===== src/rtl/crc_pkg.sv =====
// Shared constants for the bit-serial CRC stage: state encoding and CRC-8 defaults.
package crc_pkg;
    localparam int         CRC8_WIDTH = 8;
    localparam logic [7:0] CRC8_POLY  = 8'h07;
    localparam logic [7:0] CRC8_INIT  = 8'h00;

    localparam logic [1:0] IDLE  = 2'd0;
    localparam logic [1:0] SHIFT = 2'd1;
    localparam logic [1:0] DONE  = 2'd2;
endpackage


===== src/rtl/crc_step.sv =====
// One-bit CRC next-state function (MSB-first), built from XOR cells.
// Only taps set in POLY get a cell, so the network is fixed at elaboration.
module crc_step
    import crc_pkg::*;
#(
    parameter int               WIDTH = CRC8_WIDTH,
    parameter logic [WIDTH-1:0] POLY  = CRC8_POLY
) (
    input  logic [WIDTH-1:0] crc,
    input  logic             bit_in,
    output logic [WIDTH-1:0] crc_next
);
    logic             fb;
    logic [WIDTH-1:0] shifted;

    xor_cell u_fb (.a(crc[WIDTH-1]), .b(bit_in), .y(fb));

    assign shifted = {crc[WIDTH-2:0], 1'b0};

    for (genvar i = 0; i < WIDTH; i++) begin : g_tap
        if (POLY[i]) begin : g_xor
            xor_cell u_tap (.a(shifted[i]), .b(fb), .y(crc_next[i]));
        end else begin : g_pass
            assign crc_next[i] = shifted[i];
        end
    end
endmodule


===== src/rtl/xor_cell.sv =====
// Two-input XOR cell; the building block of the CRC feedback network.
module xor_cell (
    input  logic a,
    input  logic b,
    output logic y
);
    assign y = a ^ b;
endmodule


===== src/rtl/crc_serial.sv =====
// Bit-serial CRC generator with start/valid/done framing of a fixed-length message.
module crc_serial
    import crc_pkg::*;
#(
    parameter int               WIDTH   = CRC8_WIDTH,
    parameter logic [WIDTH-1:0] POLY    = CRC8_POLY,
    parameter logic [WIDTH-1:0] INIT    = CRC8_INIT,
    parameter int               MSG_LEN = 8
) (
    input  logic             clk,
    input  logic             rst,
    input  logic             start,
    input  logic             bit_in,
    input  logic             bit_valid,
    output logic             ready,
    output logic             busy,
    output logic             done,
    output logic [WIDTH-1:0] crc_out
);
    logic [1:0]       state;
    logic [7:0]       cnt;
    logic [WIDTH-1:0] crc;
    logic [WIDTH-1:0] crc_next;
    logic             done_q;

    crc_step #(.WIDTH(WIDTH), .POLY(POLY)) u_step (
        .crc      (crc),
        .bit_in   (bit_in),
        .crc_next (crc_next)
    );

    always_ff @(posedge clk) begin
        if (rst) begin
            state  <= IDLE;
            cnt    <= 8'd0;
            crc    <= '0;
            done_q <= 1'b0;
        end else begin
            done_q <= 1'b0;
            case (state)
                IDLE, DONE: begin
                    if (start) begin
                        state <= SHIFT;
                        crc   <= INIT;
                        cnt   <= 8'(MSG_LEN);
                    end
                end
                SHIFT: begin
                    // start is deliberately ignored here; the frame runs to completion
                    if (bit_valid) begin
                        crc <= crc_next;
                        cnt <= cnt - 8'd1;
                        if (cnt == 8'd1) begin
                            state  <= DONE;
                            done_q <= 1'b1;
                        end
                    end
                end
                default: state <= IDLE;
            endcase
        end
    end

    assign ready   = (state == SHIFT);
    assign busy    = (state == SHIFT);
    assign done    = done_q;
    assign crc_out = crc;
endmodule


===== config.mk =====
export PLATFORM = sky130hd
export DESIGN_NAME = crc_serial
export DESIGN_NICKNAME = d
export VERILOG_FILES = /design/src/rtl/crc_pkg.sv /design/src/rtl/crc_step.sv /design/src/rtl/xor_cell.sv /design/src/rtl/crc_serial.sv
export SDC_FILE = /design/constraint.sdc
export NUM_CORES = 1
export LEC_CHECK = 0
export ABC_AREA = 1
export CORE_AREA = 5 5 55 48
export CTS_CLUSTER_SIZE = 8
export DETAILED_ROUTE_END_ITERATION = 10
export DIE_AREA = 0 0 60 53
export PLACE_DENSITY = 0.73
export SYNTH_ARGS = -nofsm -noshare
export SYNTH_HDL_FRONTEND = slang
export SYNTH_SLANG_ARGS = --single-unit

===== constraint.sdc =====
create_clock -name clk -period 1.45 [get_ports clk]
set_clock_uncertainty 0.1 [all_clocks]
set_input_delay 0.29 -clock clk [delete_from_list [all_inputs] [get_ports clk]]
set_output_delay 0.29 -clock clk [all_outputs]
set_load 0.03 [all_outputs]

==> results by group <==
Run status
  • Outcome: completed

Clock network
  • Inserted Clock Buffers: 3
  • CTS tree: yes
  • Clk Latency, worst-skew pair: approximately 0.29 ns
  • TritonCTS Sinks: 19
  • Reg clk slew, reported paths: about 0.1 ns
  • CTS Buffer Depth: 2
  • Htree depth: 1
  • Clock Root Buffer: clkbuf_4

GRT
  • Number of global-route vias before repair: about 800
  • Total gr overflow: 0
  • First-pass GRT wire length: between 3 and 4 mm
  • Pin count of the biggest net entering global routing: 12
  • Number of antenna violations at the first check in global routing: 0
  • Gr usage total: between 10 and 15%

Floorplan
  • Die Y: about 53 um
  • Die Wd: around 60 um
  • Die Area: 0.003180 mm2
  • Io pins: 16
  • Rows: 15
  • CORE AREA: just over 0.002 mm2
  • Initial Util: roughly 47%

Critical path
  • R2R Path Start: cnt[2]$_SDFFE_PP0P_
  • Worst R2R Path Depth: 6
  • CP endpoint kind: primary output
  • R2r setup slk: 0.11 ns
  • RR Endpoint: cnt[6]$_SDFFE_PP0P_
  • Worst Setup EP: crc_out[4]
  • CP Launch Type: register
  • Worst-path cell chain: clkdlybuf4s15_1
  • Critical path required time: 1.06 ns
  • Critical path arrival: 1.00 ns
  • CP top delay family: buffers and inverters
  • CP Max Fanout: 2
  • Critical Path Stages: 1
  • CP Buf/Inv Count: 1
  • Crit path launch: crc_out[4]$_SDFFE_PP0P_
  • CP Class: register to primary output
  • CP max-delay cell: clkdlybuf4s15_1
  • Slowest stage delay, CP: 0.37 ns

Yosys
  • Adder-Cell Fraction of Synth Area: under 10%
  • Synth Area per Inst: between 7 and 8 um2
  • Simple-gate area share of the yosys netlist: 30.42%
  • Largest family of logic cells by synthesized area: simple AND/OR/NAND/NOR gates
  • Top cell type's share of synthesized area: about two fifths
  • Post-synthesis compound-gate area fraction: about an eighth
  • Distinct cells, synth: 25
  • Synth cell count leaders: 31 x nand2_1, 20 x inv_1, 19 x dfxtp_1, 12 x a21oi_1, 10 x nor2_1
  • Synth area leader: dfxtp_1
  • Synthesized instance count: 134
  • Mux cell area share after synthesis: 0%
  • Main synth FF type: dfxtp_1
  • Asr flop ratio synth: 0%
  • Most common cell in the netlist: nand2_1
  • Seq cells post-synth: 19
  • Post-synth net total: 141
  • Synth warn: 0
  • EDFF count, synth: 0
  • Sequential-to-total area share from yosys stat: 39.69%
  • Post-synthesis cell area: approximately 960 um2
  • Ranking of synthesized cells by area: dfxtp_1 40%, nand2_1 12%, inv_1 7.8%
  • XOR/XNOR Fraction of Synth Area: 1.828%

Placed design
  • Routability cong.: about 0.81
  • Number of I/O port buffers: 15
  • Post-DP HPWL: 1.613 mm

Routing
  • Initial DRC Count: 30
  • Routed WL: about 2.0 mm
  • Per-cell routed wire length: approximately 11 um
  • DR DRC count: 0
  • DR vias/cell: 4.706
  • Via count: about 900
  • Antenna-violating nets left: 0
  • Initial DRT Pass Iterations: 5

Timing
  • Tmin final: approximately 1.4 ns
  • Final Cycle Share: between 90% and 100%
  • Max-slew headroom: 79.99%
  • Setup TNS: 0 ns
  • Top achievable clock speed: 0.7193 GHz
  • Count of final max-slew check failures: 0
  • Setup violators final: 0
  • RSZ-0062 raised after global routing: no
  • Worst-margin pin slew: 0.3012 ns
  • Final hold vios: 0

Job
  • Max-Cap Viols: 0

Pwr
  • Static Leakage: roughly 0.56 nW
  • Total power density per cell area: 909.2 mW/mm2
  • Maximum VDD drop: between 0.9 and 1 mV
  • Total power: ~1.1 mW

Worst hold path
  • Hold Crit Class: register to register

Layout
  • Area delta synth->final: 27.81%
  • N_diodes: 0
  • Fill cells: 181
  • Nets: between 150 and 200
  • Layout cells sized above 1: a little over a quarter
metrics by stage:
step / cells / cell area (um2) / setup WS [ns] / hold slack, ns / util [%]
6_report: 187 / 1225 / 0.05974 / 0.3702 / 60.43
5_1_grt: 187 / 1225 / 0.008966 / 0.3878 / 60.43
4_1_cts: 187 / 1235 / 0.002504 / 0.3750 / 60.93
3_5_place_dp: 181 / 1182 / -0.2216 / 0.3591 / 58.33
3_3_place_gp: 181 / 1182 / -0.1608 / 0.3453 / 58.33
2_1_floorplan: 134 / 958.4 / 0.004345 / 0.2524 / -
worst min path at each step:
stage,depth (start not counted),endpoint,start
6_report,2,cnt[2]$_SDFFE_PP0P_,cnt[2]$_SDFFE_PP0P_
5_1_grt,2,cnt[2]$_SDFFE_PP0P_,cnt[2]$_SDFFE_PP0P_
2_1_floorplan,1,cnt[3]$_SDFFE_PP0P_,rst
4_1_cts,2,cnt[2]$_SDFFE_PP0P_,cnt[2]$_SDFFE_PP0P_
3_3_place_gp,2,cnt[2]$_SDFFE_PP0P_,cnt[2]$_SDFFE_PP0P_
3_5_place_dp,2,cnt[2]$_SDFFE_PP0P_,cnt[2]$_SDFFE_PP0P_
metal layers:
layer  GRT usage (%)  vias up  part of all wire (%)
li1                -      474                     -
met1           18.65      388                    47
met2           23.74       16                    47
met3           5.122        2                   5.2
met4           1.107        0                  0.60
met5               0        -                     0
layout by cell type (no fill, tap or decap), types with 3 or more instances in the layout:
| cell type | count |
|---|---|
| nand2_1 | 31 |
| inv_1 | 19 |
| dfxtp_1 | 18 |
| buf_4 | 17 |
| a21oi_1 | 12 |
| nor2_1 | 10 |
| nand3_1 | 8 |
| o21ai_0 | 4 |
| clkdlybuf4s50_1 | 4 |
| clkbuf_2 | 4 |
| inv_2 | 3 |
| nand3_2 | 3 |
| clkbuf_4 | 3 |
power by group:
| group | total (mW) | internal [mW] | switching [mW] | leakage [nW] |
|---|---|---|---|---|
| sequential | 0.562 | 0.548 | 0.0147 | 0.155 |
| combinational | 0.291 | 0.118 | 0.173 | 0.385 |
| clock | 0.260 | 0.103 | 0.157 | 0.0177 |
state kept, by name, summed over array words and instances, names as in the netlist:
name     flops
cnt          8
crc_out      8
done         1
state        2
cell families (layout without fill, tap and decap cells):
| kind of cell | after synthesis | in the layout |
|---|---|---|
| xor gates and xnor gates | 2 | 2 |
| and+or+nand+nor | 62 | 62 |
| DFF | 19 | 19 |
| buffers and inverters | 28 | 56 |
| AOI/OAI and AO/OA | 21 | 21 |
| adders and majority gates | 2 | 2 |
what timing repair did:
| item | CTS | global route |
|---|---|---|
| buffers inserted | 2 | 0 |
| setup endpoints to repair | 9 | 9 |
| gates resized for setup | 15 | 10 |
| pin swaps | 1 | 1 |
| hold buffers | 0 | 0 |
area by class of cell:
| type | instances | area (um2) | share of cell area, % |
|---|---|---|---|
| clock inverter | 1 | 5.005 | 0.4086 |
| tap | 25 | 31.28 | 2.554 |
| clock buffer | 3 | 22.52 | 1.839 |
| multi-input combinational | 87 | 460.4 | 37.59 |
| timing repair buffer | 30 | 241.5 | 19.71 |
| sequential | 19 | 381.6 | 31.15 |
| inverter | 22 | 82.58 | 6.742 |
Power figures use the tool's default switching activity.
